### src/rtl/fir_tap_mac.sv
// Serial multiply-accumulate over one 10-tap group of the FIR delay line.
// One registered partial sum per 600 kHz sample, using a writable signed coefficient bank.
module fir_tap_mac #(
    parameter int TAPS   = 10,
    parameter int TAP_W  = 3,
    parameter int COEF_W = 16,
    parameter int ACC_W  = 23
) (
    input  logic                     iClk12M,
    input  logic                     iRst,
    input  logic                     iEnSample600k,
    input  logic [TAPS*TAP_W-1:0]    iTaps,
    input  logic                     iCoefWr,
    input  logic [3:0]               iCoefAddr,
    input  logic signed [COEF_W-1:0] iCoefData,
    output logic signed [ACC_W-1:0]  oMac,
    output logic                     oValid,
    output logic                     oBusy,
    output logic                     oOverrun
);

    localparam int IDX_W  = 4;
    localparam int PROD_W = TAP_W + COEF_W;
    localparam logic [IDX_W-1:0] LAST_IDX = IDX_W'(TAPS - 1);
    localparam logic [IDX_W-1:0] NUM_TAPS = IDX_W'(TAPS);

    typedef enum logic [1:0] {
        S_IDLE = 2'd0,
        S_MAC  = 2'd1,
        S_DONE = 2'd2
    } state_t;

    state_t                    state_q;
    logic                      en_d1_q;
    logic [TAPS*TAP_W-1:0]     taps_q;
    logic signed [COEF_W-1:0]  coef_q [TAPS];
    logic signed [ACC_W-1:0]   acc_q;
    logic [IDX_W-1:0]          idx_q;
    logic signed [ACC_W-1:0]   mac_q;
    logic                      valid_q;
    logic                      busy_q;
    logic                      overrun_q;

    logic signed [TAP_W-1:0]   tap_sel_s;
    logic signed [COEF_W-1:0]  coef_sel_s;
    logic signed [PROD_W-1:0]  prod_s;
    logic signed [ACC_W-1:0]   prod_ext_s;

    // Select the current tap/coefficient pair and form the sign-extended product.
    always_comb begin
        tap_sel_s  = '0;
        coef_sel_s = '0;
        for (int k = 0; k < TAPS; k++) begin
            if (idx_q == IDX_W'(k)) begin
                tap_sel_s  = taps_q[k*TAP_W +: TAP_W];
                coef_sel_s = coef_q[k];
            end else begin
                tap_sel_s  = tap_sel_s;
                coef_sel_s = coef_sel_s;
            end
        end
        prod_s     = PROD_W'(tap_sel_s) * PROD_W'(coef_sel_s);
        prod_ext_s = {{(ACC_W-PROD_W){prod_s[PROD_W-1]}}, prod_s};
    end

    // Sequencer, coefficient bank and registered outputs.
    always_ff @(posedge iClk12M) begin
        if (iRst) begin
            state_q   <= S_IDLE;
            en_d1_q   <= 1'b0;
            taps_q    <= '0;
            acc_q     <= '0;
            idx_q     <= '0;
            mac_q     <= '0;
            valid_q   <= 1'b0;
            busy_q    <= 1'b0;
            overrun_q <= 1'b0;
            for (int k = 0; k < TAPS; k++) begin
                coef_q[k] <= '0;
            end
        end else begin
            en_d1_q <= iEnSample600k;
            valid_q <= 1'b0;
            // Busy gating uses the registered flag so a write beside the strobe still lands.
            if (iCoefWr && !busy_q && (iCoefAddr < NUM_TAPS)) begin
                coef_q[iCoefAddr] <= iCoefData;
            end
            if (en_d1_q && (state_q != S_IDLE)) begin
                overrun_q <= 1'b1;
            end
            case (state_q)
                S_IDLE: begin
                    if (en_d1_q) begin
                        taps_q  <= iTaps;
                        acc_q   <= '0;
                        idx_q   <= '0;
                        state_q <= S_MAC;
                        busy_q  <= 1'b1;
                    end else begin
                        busy_q  <= iEnSample600k;
                    end
                end
                S_MAC: begin
                    acc_q  <= acc_q + prod_ext_s;
                    idx_q  <= idx_q + 4'd1;
                    busy_q <= 1'b1;
                    if (idx_q == LAST_IDX) begin
                        state_q <= S_DONE;
                    end
                end
                S_DONE: begin
                    mac_q   <= acc_q;
                    valid_q <= 1'b1;
                    state_q <= S_IDLE;
                    busy_q  <= iEnSample600k;
                end
                default: begin
                    state_q <= S_IDLE;
                    busy_q  <= 1'b0;
                end
            endcase
        end
    end

    assign oMac     = mac_q;
    assign oValid   = valid_q;
    assign oBusy    = busy_q;
    assign oOverrun = overrun_q;

endmodule

### config.mk
export PLATFORM = sky130hd
export DESIGN_NAME = fir_tap_mac
export DESIGN_NICKNAME = d
export VERILOG_FILES = /design/src/rtl/fir_tap_mac.sv
export SDC_FILE = /design/constraint.sdc
export NUM_CORES = 1
export LEC_CHECK = 0
export CAP_MARGIN = 20
export CORE_ASPECT_RATIO = 0.8
export CORE_UTILIZATION = 45
export DETAILED_ROUTE_END_ITERATION = 6
export PLACE_DENSITY = 0.74
export SLEW_MARGIN = 40
export SYNTH_ARGS = -nofsm -noshare
export SYNTH_HDL_FRONTEND = slang
export SYNTH_SLANG_ARGS = --single-unit
export TNS_END_PERCENT = 50
### constraint.sdc
create_clock -name iClk12M -period 5.1 [get_ports iClk12M]
set_input_delay 0.51 -clock iClk12M [delete_from_list [all_inputs] [get_ports iClk12M]]
set_output_delay 0.51 -clock iClk12M [all_outputs]
set_load 0.01 [all_outputs]
==> flow_summary_export.csv <==
group,metric,value,unit
floorplanning,pin_count,80,
place,dp.cells,1754,
status,status,"finished with violations",
timing,tightest_slew,0.794,ns
timing,hold_viol_final,0,
power_and_ir_drop,seqPwrFrac,0.474,
worst_setup_path,path_max_fanout,7,
clocking,clk_latency,0.53,ns
yosys,syn_avg_cell_area,9.86,µm²
global_route,grt_pass1_vias,9945,
yosys,syn_nets,1434,
route,drc_errors,0,
yosys,synth-seq-cells,246,
timing,whs,0.397,ns
power_and_ir_drop,p_leak,0.00611,µW
finish,antennaDiodeCount,0,
finish,area_growth,24.5,%
yosys,synth_flop_cell,"edfxtp_1",
clocking,cts.root.buffer_cell,"clkbuf_16",
route,drtPass1Iterations,5,
route,drtIter0Drc,910,
yosys,yosys.cell_count.top_type,"nor2_1",
global_route,antenna_found_initial,0,
clocking,cts_tree,"done",
yosys,synth_common_cells,"nor2_1 (204), nand2_1 (173), edfxtp_1 (160), a21oi_1 (133), dfxtp_1 (86)",
global_route,grt_pass1_wl,50900,µm
floorplanning,fp.dieArea,29000,µm²
floorplanning,core,27600,µm²
worst_setup_path,critPathKind,"reg2reg",
power_and_ir_drop,pwr-share-comb,0.124,
clocking,cts_made_buffers,26,
worst_setup_path,crit_path_end_kind,"register",
route,vias,10200,
timing,period_share,1.01,
yosys,synth_edf_count,160,
floorplanning,chipHeight,153,µm
yosys,yosysUniqueCellTypes,63,
route,wl_per_cell,17.8,µm
power_and_ir_drop,p_int,3550,µW
timing,slew-limit-headroom,0.471,
timing,setup_viol_count_final,6,
yosys,postSynthCellCount,1294,
status,violations,"setup timing",
place,hpwl,21900,µm
clocking,clk_path_buf_depth,3,
global_route,grt_overflow,0,
yosys,synth.top_cell.area_share,0.376,
finish,finalNonFillerCells,1808,
timing,finClkSkew,0.0125,ns
route,routed_wl,32200,µm
power_and_ir_drop,ir_worst_vdd,0.224,mV
timing,rsz0062_at_grt,"yes",
clocking,cts_sinks,246,
yosys,ys_seq_area_frac,0.511,
yosys,synth_top_cell_by_area,"edfxtp_1",
timing,slew_violations,0,
floorplanning,initial_core_util,0.463,
power_and_ir_drop,p_sw_frac,0.243,
route,postRouteAntennaNets,0,
finish,nNetsFinal,1564,
place,gp_congestion,0.981,
finish,drive_above_1_share,0.176,
finish,n_fill_cell,2229,
yosys,netlist_area,12800,µm²
flow_run,max_cap_violations,0,
timing,setup_slack,-0.0415,ns
power_and_ir_drop,clockPowerShare,0.402,
yosys,ys_warn_count,0,
yosys,async_reset_ff_frac,0,
floorplanning,rows,54,
yosys,synth_area_leaders,"edfxtp_1 (38%), dfxtp_1 (13%), nor2_1 (6.0%), fa_1 (6.0%), a21oi_1 (5.2%)",
clocking,hold_buffers,0,
worst_setup_path,cp.arrival,5.53,ns
global_route,grt_max_degree,64,
place,portBuffers,79,
floorplanning,die-width,190,µm
route,via_per_inst,5.64,
worst_setup_path,r2r_setup_slack,-0.04,ns
clocking,htree_levels,1,
worst_setup_path,start_kind,"register",
timing,min_period,5.14,ns
worst_setup_path,crit_required,5.49,ns
power_and_ir_drop,powerDensity,295,nW/µm²
min_path,hold_path.class,"in2reg",
global_route,grt.total_usage,0.218,
timing,max_clock_freq,0.194,GHz
clocking,clk_pin_slew,0.07,ns
power_and_ir_drop,power.switching,1140,µW
-- state kept, by name, indices dropped and copies added (netlist names) --
register  count
oBusy         1
idx_q         4
oOverrun      1
acc_q        23
coef_q      160
en_d1_q       1
oValid        1
oMac         23
state_q       2
taps_q       30
-- critical path, stage by stage, from the launching register on --
cell	delay (ns)
dfxtp_4	0.39
inv_4	0.05
ha_4	0.16
nor2b_4	0.16
buf_6	0.12
a221oi_2	0.24
a211oi_2	0.08
a221oi_2	0.26
nor2_1	0.09
or2_1	0.25
fa_1	0.48
fa_1	0.49
fa_1	0.51
inv_1	0.04
ha_2	0.18
inv_2	0.06
fa_2	0.23
nor2b_4	0.06
o31ai_4	0.25
and2_4	0.23
o21ai_4	0.11
o31ai_4	0.27
xor2_1	0.20
o21ai_1	0.08
-- worst paths after layout --
path	start	end	cells past startpoint
worst max-delay path	idx_q[0]	acc_q[18]	23
worst min-delay path	iRst	taps_q[14]	2
worst max register to register	idx_q[0]	acc_q[18]	23
worst min register to register	oOverrun	oOverrun	2
-- cell type report --
type                    count  area, µm²  area share
multi-input cells         921       6200       0.390
clock buffers              41        822      0.0517
repair buffers            177       1650       0.104
well taps                 364        455      0.0287
clock inverters             7       45.0     0.00283
inverters                  52        198      0.0124
flip-flops and latches    246       6540       0.411
-- placed cells by master, fill, tap and decap left out, types with 11 or more instances in the layout --
cell type        synthesis  routed
o21ai_0                 42      30
fa_1                    38      37
nor2_1                 204     198
and2_1                  36      31
nand2_1                173     169
nand3_1                 18      16
xor2_1                  11      11
clkdlybuf4s50_1          0      78
a211oi_1                19      14
clkbuf_16                0      28
a221oi_1                32      13
edfxtp_1               160     160
inv_1                   51      45
ha_1                    48      38
a221oi_2                 0      19
dfxtp_1                 86      83
o22ai_1                 18      16
buf_4                    2      82
o21ai_1                 17      26
a21oi_1                133     126
nand3b_1                16      16
-- layer usage --
layer	wire length, µm	vias to the layer above	track usage
met1	13900	4930	0.298
li1	-	4826	-
met2	15300	386	0.360
met3	2170	62	0.0329
met5	0	-	0
met4	791	0	0.0598
-- power groups by stage --
stage	Combinational, µW	Sequential, µW	Clock, µW
after floorplan	321	2250	0
after global placement	508	2260	0
after detailed placement	519	2260	0
after CTS	543	2220	1910
after global routing	642	2230	1990
final	583	2220	1890
-- what timing repair did --
action | CTS | global route
endpoints found under the setup margin | 13 | 15
gates cloned | 0 | 0
resized for setup | 53 | 68
pin swaps | 21 | 23
setup buffers | 3 | 3
-- stage by stage --
stage	setup TNS [ns]	utilization	instance area, µm²	power, µW	setup WS, ns
2_1_floorplan	0	-	12800	2570	0.0342
3_3_place_gp	-0.740	0.524	14400	2770	-0.150
3_5_place_dp	-1.88	0.524	14400	2780	-0.243
4_1_cts	0	0.564	15500	4670	0.0152
5_1_grt	-2.26	0.577	15900	4850	-0.261
6_report	-0.145	0.577	15900	4690	-0.0415
-- cell families (layout without fill, tap and decap cells) --
kind of cell / Yosys count / after routing / synth area share
xor+xnor: 16 / 16 / 0.0110
simple gates: 502 / 502 / 0.174
buf+inv: 127 / 277 / 0.0413
flops: 246 / 246 / 0.511
fa+ha+maj: 86 / 86 / 0.107
compound gates: 317 / 317 / 0.156
(Power assumes the default switching activity.)
